`config.mk`:
```
export PLATFORM = sky130hd
export DESIGN_NAME = reg_file_bypass
export DESIGN_NICKNAME = d
export VERILOG_FILES = /design/src/rtl/reg_file_bypass.sv
export SDC_FILE = /design/constraint.sdc
export NUM_CORES = 1
export LEC_CHECK = 0
export ABC_AREA = 0
export CELL_PAD_IN_SITES_DETAIL_PLACEMENT = 1
export CELL_PAD_IN_SITES_GLOBAL_PLACEMENT = 2
export CORE_MARGIN = 3
export CORE_UTILIZATION = 40
export DETAILED_ROUTE_END_ITERATION = 16
export GPL_TIMING_DRIVEN = 0
export PLACE_DENSITY_LB_ADDON = 0.3
export SYNTH_ARGS = -nofsm -noshare
export SYNTH_HDL_FRONTEND = slang
export SYNTH_SLANG_ARGS = --single-unit
```
`constraint.sdc`:
```
create_clock -name clk -period 12.8 [get_ports clk]
set_input_delay 1.28 -clock clk [delete_from_list [all_inputs] [get_ports clk]]
set_output_delay 1.28 -clock clk [all_outputs]
set_load 0.05 [all_outputs]
```
`src/rtl/reg_file_bypass.sv`:
```
// -----------------------------------------------------------------------------
// reg_file_bypass
//   Architectural register file for the 16-bit WISC datapath.
//   16 general registers, two asynchronous read ports and one synchronous
//   write port. A write presented in WB is forwarded to the read ports in the
//   same cycle, so ID sees it without waiting for the clock edge.
//   R0 is hard-wired to zero and is not backed by flops.
//
// Ports
//   clk       in   1       clock, state updates on rising edge
//   rst       in   1       asynchronous active-high reset (clears registers)
//   SrcReg1   in   ADDR_W  read port 1 register index
//   SrcReg2   in   ADDR_W  read port 2 register index
//   DstReg    in   ADDR_W  write port register index
//   WriteReg  in   1       write enable for DstReg/DstData
//   DstData   in   DATA_W  write data (stored verbatim)
//   SrcData1  out  DATA_W  read port 1 data (combinational)
//   SrcData2  out  DATA_W  read port 2 data (combinational)
// -----------------------------------------------------------------------------
module reg_file_bypass #(
  parameter int DATA_W = 16,
  parameter int ADDR_W = 4
) (
  input  logic              clk,
  input  logic              rst,
  input  logic [ADDR_W-1:0] SrcReg1,
  input  logic [ADDR_W-1:0] SrcReg2,
  input  logic [ADDR_W-1:0] DstReg,
  input  logic              WriteReg,
  input  logic [DATA_W-1:0] DstData,
  output logic [DATA_W-1:0] SrcData1,
  output logic [DATA_W-1:0] SrcData2
);

  localparam int NUM_REGS = 2 ** ADDR_W;

  // Register storage; index 0 has no flops because R0 always reads zero.
  logic [DATA_W-1:0]   mem_r [1:NUM_REGS-1];

  logic [NUM_REGS-1:0] wr_dec_s;
  logic [NUM_REGS-1:0] rd1_dec_s;
  logic [NUM_REGS-1:0] rd2_dec_s;
  logic [DATA_W-1:0]   rd1_mem_s;
  logic [DATA_W-1:0]   rd2_mem_s;
  logic                hit1_s;
  logic                hit2_s;

  // One-hot write decoder gated by WriteReg; bit 0 is never set so R0 writes vanish.
  always_comb begin
    wr_dec_s = {NUM_REGS{1'b0}};
    for (int i = 1; i < NUM_REGS; i++) begin
      if (WriteReg && (DstReg == ADDR_W'(i))) begin
        wr_dec_s[i] = 1'b1;
      end else begin
        wr_dec_s[i] = 1'b0;
      end
    end
  end

  // One-hot read decoders, one per port.
  always_comb begin
    rd1_dec_s = {NUM_REGS{1'b0}};
    rd2_dec_s = {NUM_REGS{1'b0}};
    for (int i = 0; i < NUM_REGS; i++) begin
      rd1_dec_s[i] = (SrcReg1 == ADDR_W'(i));
      rd2_dec_s[i] = (SrcReg2 == ADDR_W'(i));
    end
  end

  // Per-register flops: async clear, load on a decoded write.
  always_ff @(posedge clk or posedge rst) begin
    if (rst) begin
      for (int i = 1; i < NUM_REGS; i++) begin
        mem_r[i] <= {DATA_W{1'b0}};
      end
    end else begin
      for (int i = 1; i < NUM_REGS; i++) begin
        if (wr_dec_s[i]) begin
          mem_r[i] <= DstData;
        end
      end
    end
  end

  // AND-OR read muxes driven by the one-hot decoders; bit 0 contributes nothing.
  always_comb begin
    rd1_mem_s = {DATA_W{1'b0}};
    rd2_mem_s = {DATA_W{1'b0}};
    for (int i = 1; i < NUM_REGS; i++) begin
      rd1_mem_s = rd1_mem_s | (mem_r[i] & {DATA_W{rd1_dec_s[i]}});
      rd2_mem_s = rd2_mem_s | (mem_r[i] & {DATA_W{rd2_dec_s[i]}});
    end
  end

  // Bypass hit: the write decoder already excludes R0 and disabled writes.
  always_comb begin
    hit1_s = |(rd1_dec_s & wr_dec_s);
    hit2_s = |(rd2_dec_s & wr_dec_s);
  end

  // Port 1 output select: reset, R0, bypass, then stored value.
  always_comb begin
    if (rst) begin
      SrcData1 = {DATA_W{1'b0}};
    end else if (rd1_dec_s[0]) begin
      SrcData1 = {DATA_W{1'b0}};
    end else if (hit1_s) begin
      SrcData1 = DstData;
    end else begin
      SrcData1 = rd1_mem_s;
    end
  end

  // Port 2 output select: reset, R0, bypass, then stored value.
  always_comb begin
    if (rst) begin
      SrcData2 = {DATA_W{1'b0}};
    end else if (rd2_dec_s[0]) begin
      SrcData2 = {DATA_W{1'b0}};
    end else if (hit2_s) begin
      SrcData2 = DstData;
    end else begin
      SrcData2 = rd2_mem_s;
    end
  end

endmodule

```
* Word-level counts from Yosys, hierarchy flattened
Cells that the tools add are included.
** Storage, ports and cells
- RAM bits :: 0
- Bits in latches :: 0
- Memories :: 0
- Flip-flop bits (word level) :: 240
- Logic and storage cells :: 160
- Input bits :: 31
- Output and inout bits :: 32
- Memory bits (read-only) :: 0
** Operators by class
- Mux-type cells :: 21
- Bitwise gates (word level) :: 60
- Multiply operators :: 0
- Shifts and indexed selects :: 0
- Add/sub/neg operators :: 0
- Reduce and logical (&&, ||, !) cells :: 19
- Div/mod/pow operators :: 0
- Order comparisons :: 0
- Equal/unequal tests :: 45
** Operator list (count)
- $and 16x16->16 :: 32
- $or 16x16->16 :: 28
- $eq 4x4->1 const B :: 24
- $mux 16 :: 6
- $eq 4x3->1 const B :: 12
- $reduce_or 16->1 :: 2
- $eq 4x2->1 const B :: 6
- $logic_and 1x1->1 :: 15
- $mux 1 :: 15
- $eq 4x1->1 const B :: 3
- $logic_not 4->1 :: 2

* Longest topological paths before layout
- Word-level depth :: 19
- Gate-level depth with buffers :: 10
- Gate-level depth less buffers :: 6

* Least setup slack after synthesis
Ideal clock, no wire load.
- Path type :: input to output
- Start :: input port SrcReg1[3]
- End :: output port SrcData1[5]
- Stages on the path :: 8
- Data required time :: 11.520 ns
- Path slack :: 7.534 ns
- Path buffers :: 3
- Arrival :: 3.986 ns
- Cell sequence :: buf_2 > buf_2 > nor4b_1 > clkbuf_1 > a221oi_1 > nand3_1 > o21ai_0 > o21ai_0
** On the way
- Longest elaborated chain between the ends :: 19
- Elaborated cells between the ends (all ways) :: 50
- Those cells by class :: eq/ne (15); mux (3); bitwise (30); reduce/logical (2)
** RTL lines
- start: declaration :: line 26 : input logic [ADDR_W-1:0] SrcReg1,
- $eq 4x1->1 or $eq 4x2->1 (tied branches) :: line 65 : rd1_dec_s[i] = (SrcReg1 == ADDR_W'(i));
- $and 16x16->16 :: line 90 : rd1_mem_s = rd1_mem_s | (mem_r[i] & {DATA_W{rd1_dec_s[i]}});
- $or 16x16->16 (14 in series) :: line 90
- $mux 16 :: line 107 : end else if (hit1_s) begin
- $mux 16 (*) :: line 105 : end else if (rd1_dec_s[0]) begin
- $mux 16 (*) :: line 103 : if (rst) begin
- end: declaration :: line 31 : output logic [DATA_W-1:0] SrcData1,
Every way passes the cells marked *; elsewhere a longest branch is shown, timed or not.

* Worst setup path after layout
- Start :: input port SrcReg2[0]
- End :: output port SrcData2[1]
** On the way
- Longest elaborated chain between the ends :: 19
- Elaborated cells between the ends (all ways) :: 50
- Those cells by class :: eq/ne (15); mux (3); bitwise (30); reduce/logical (2)
** RTL lines
- start: declaration :: line 27 : input logic [ADDR_W-1:0] SrcReg2,
- $eq 4x1->1 or $eq 4x2->1 (tied branches) :: line 66 : rd2_dec_s[i] = (SrcReg2 == ADDR_W'(i));
- $and 16x16->16 :: line 91 : rd2_mem_s = rd2_mem_s | (mem_r[i] & {DATA_W{rd2_dec_s[i]}});
- $or 16x16->16 (14 in series) :: line 91
- $mux 16 :: line 120 : end else if (hit2_s) begin
- $mux 16 (*) :: line 118 : end else if (rd2_dec_s[0]) begin
- $mux 16 (*) :: line 116 : if (rst) begin
- end: declaration :: line 32 : output logic [DATA_W-1:0] SrcData2
Marked as above.

==> metrics.cfg <==
[synth]
synth_nets=1150
netlist_top_cells_count=dfrtp_1 (240), mux2_2 (233), a22oi_1 (149)
yosys_warnings=0
syn-cell-area_um2=12800
synth_seq_cells=240
seq_area_frac_synth_pct=47.0
synth_largest_area_cell=dfrtp_1
synth_top_area_share_pct=47.0
ys_top_cells_by_area=dfrtp_1 (47%), mux2_2 (21%), a22oi_1 (8.8%)
synth_cell_types=52
syn_inst=1119
synthFlopType=dfrtp_1
async_flop_share_pct=100
syn_avg_cell_area_um2=11.4
synth_most_common_cell=dfrtp_1
synth_edf_count=0

[setup_path]
cp.arrival_ns=6.46
cp-end-kind=output pin
crit_type=in2out
crit_fanout=10
cpLargestDelayFamily=buffers and inverters
rrSetupSlack_ns=11.97
r2r_cells=1
start_kind=input pin
required_ns=11.52
cp_slowest_cell=nor2_2
worstPathCellList=clkdlybuf4s50_1 > buf_6 > clkbuf_1 > nor4bb_1 > clkbuf_1 > a22oi_1 > nand3_1 > nor2_2 > buf_4 > mux2i_1 > clkdlybuf4s50_1
slowest_delay_ns=0.86
path_buf_inv=6
timing.rr.start=mem_r[41]$_DFFE_PP0P_
rr_endpoint=mem_r[41]$_DFFE_PP0P_

[drt]
drtPass1Iterations=8
initialDrtViolationCount=2174
drc=0
vias=11800
drt_wl_total_um=60300
wl_per_cell_um=36.8
viasPerCell=7.19
detail-route-antenna-nets=0

[timing]
setup_viol=0
slew_viol_final=0
worst_pin_slew_ns=1.39
slew_headroom_pct=7.33
clock.fmax_ghz=0.129
finalCriticalPeriod_ns=7.74
finalCritPeriodShare_pct=60.5
setup_tns_ns=0
fin_skew_ns=0
rsz0062_at_grt=false
finalHoldViolCount=0

[grt]
met1_usage_pct=46.6
first_global_vias=11900
grt_util_met2_pct=52.6
grtUsageTotal_pct=35.2
gr-total-overflow=0
grt_start_max_net_pins=99
antenna_found_initial=3
grtUsageMet3_pct=12.6
grt_pass1_wl_um=86000
busiest_layer=met2

[run]
drv_cap=0

[die]
start_util_pct=41.1
dieArea_um2=34100
core_um2=31100
dieHeight_um=185
boundaryPins=63
core.rowCount=64
die_width_um=185

[worst_hold_path]
hold_class=reg2reg
hold_start=mem_r[209]$_DFFE_PP0P_
whs_path_depth=1
min_to=mem_r[209]$_DFFE_PP0P_

[cts]
htreeDepth=1
clock_latency_ns=0.55
clkSinkCount=240
cts-root-buf=clkbuf_16
clockBufferDepth=3
cts_made_buffers=27
cts_hold_buf=0
clk_pin_slew_ns=0.06
cts_resized=0
cts_tree=done
post_cts_buffers=0

[final_layout]
multi_input_area_um2=6350
final_cells=1640
largest_reg_flops=240
largestRegisters=mem_r (240)
regArea_um2=6010
fillerInstances=3308
largest-register=mem_r
layout.nets=1254
layout-drive-gt1-share_pct=26.7
syn2layout_area_growth_pct=17.8

[power]
p_per_area_nw_per_um2=158
peakVddDrop_uv=109
power.leakage_nw=6.17

[placed_design]
dp.cells=1589
gp_congestion=0.956
io_buffer_count=61
dp_hpwl_um=38800

[status]
status=finished, final reports clean

-- final cells by class --
cell class	count	share of cell area, %
inverters	3	0.125
clock inverters	11	0.889
clock buffers	37	5.07
multi-input cells	764	42.2
well taps	396	3.29
diodes	2	0.0332
repair buffers	75	5.27
plain buffers	112	3.23
flip-flops and latches	240	39.9
-- report_power, final --
part | leakage (nW) | switching [mW] | total, mW | internal, mW
registers | 2.95 | 0.169 | 1.10 | 0.935
clock network | 0.449 | 0.329 | 0.804 | 0.475
logic | 2.77 | 0.245 | 0.465 | 0.221
-- placed cells by master, fill, tap and decap left out, types with 8 or more instances in the layout --
master,instances
o211a_1,9
nand4_1,16
dfrtp_1,240
or4_1,8
buf_6,13
a22oi_1,149
nand3_1,51
a222oi_1,30
mux2_2,233
o21ai_0,27
o21ai_1,10
nor2_1,14
clkdlybuf4s50_1,61
mux2i_1,10
buf_2,9
a22o_1,21
clkbuf_1,95
clkbuf_16,27
nor4bb_1,9
a221oi_1,17
o211ai_1,16
nand2_1,72
-- metrics by stage --
stage | util, % | hold slack, ns | setup WS (ns) | cell area (µm²) | power, mW
final | 48.4 | 0.535 | 5.06 | 15100 | 2.37
after CTS | 48.4 | 0.529 | 5.33 | 15000 | 2.36
after global placement | 44.7 | 0.507 | 1.45 | 13900 | 1.54
after floorplan | - | 0.467 | 4.93 | 12800 | 1.37
after global routing | 48.4 | 0.549 | 5.08 | 15100 | 2.46
after detailed placement | 45.5 | 0.514 | 5.37 | 14100 | 1.56
-- routing by layer --
metal	vias to the layer above	wire length (µm)	share of wire, %
met5	-	30	0.050
met1	6030	23000	38
li1	4601	-	-
met2	914	25700	43
met4	4	3150	5.2
met3	236	8450	14
-- kinds of logic (layout without fill, tap and decap cells) --
group	Yosys count	count (layout)	share of synthesized area (%)
compound gates	298	298	18.0
mux	243	243	21.3
flops	240	240	47.0
simple gates	223	223	9.75
buf+inv	115	238	3.89
other cells	0	2	0
-- how the worst max path moves through the flow --
stage / slack (ns) / end / cells past startpoint / start
3_5_place_dp: 5.37 / SrcData2[1] / 11 / SrcReg2[0]
3_3_place_gp: 1.45 / mem_r[32]$_DFFE_PP0P_ / 2 / rst
4_1_cts: 5.33 / SrcData2[1] / 11 / SrcReg2[0]
2_1_floorplan: 4.93 / mem_r[0]$_DFFE_PP0P_ / 1 / rst
6_report: 5.06 / SrcData2[1] / 11 / SrcReg2[0]
5_1_grt: 5.08 / SrcData2[1] / 11 / SrcReg2[0]
Note: power is estimated with default switching activity, not from simulation.
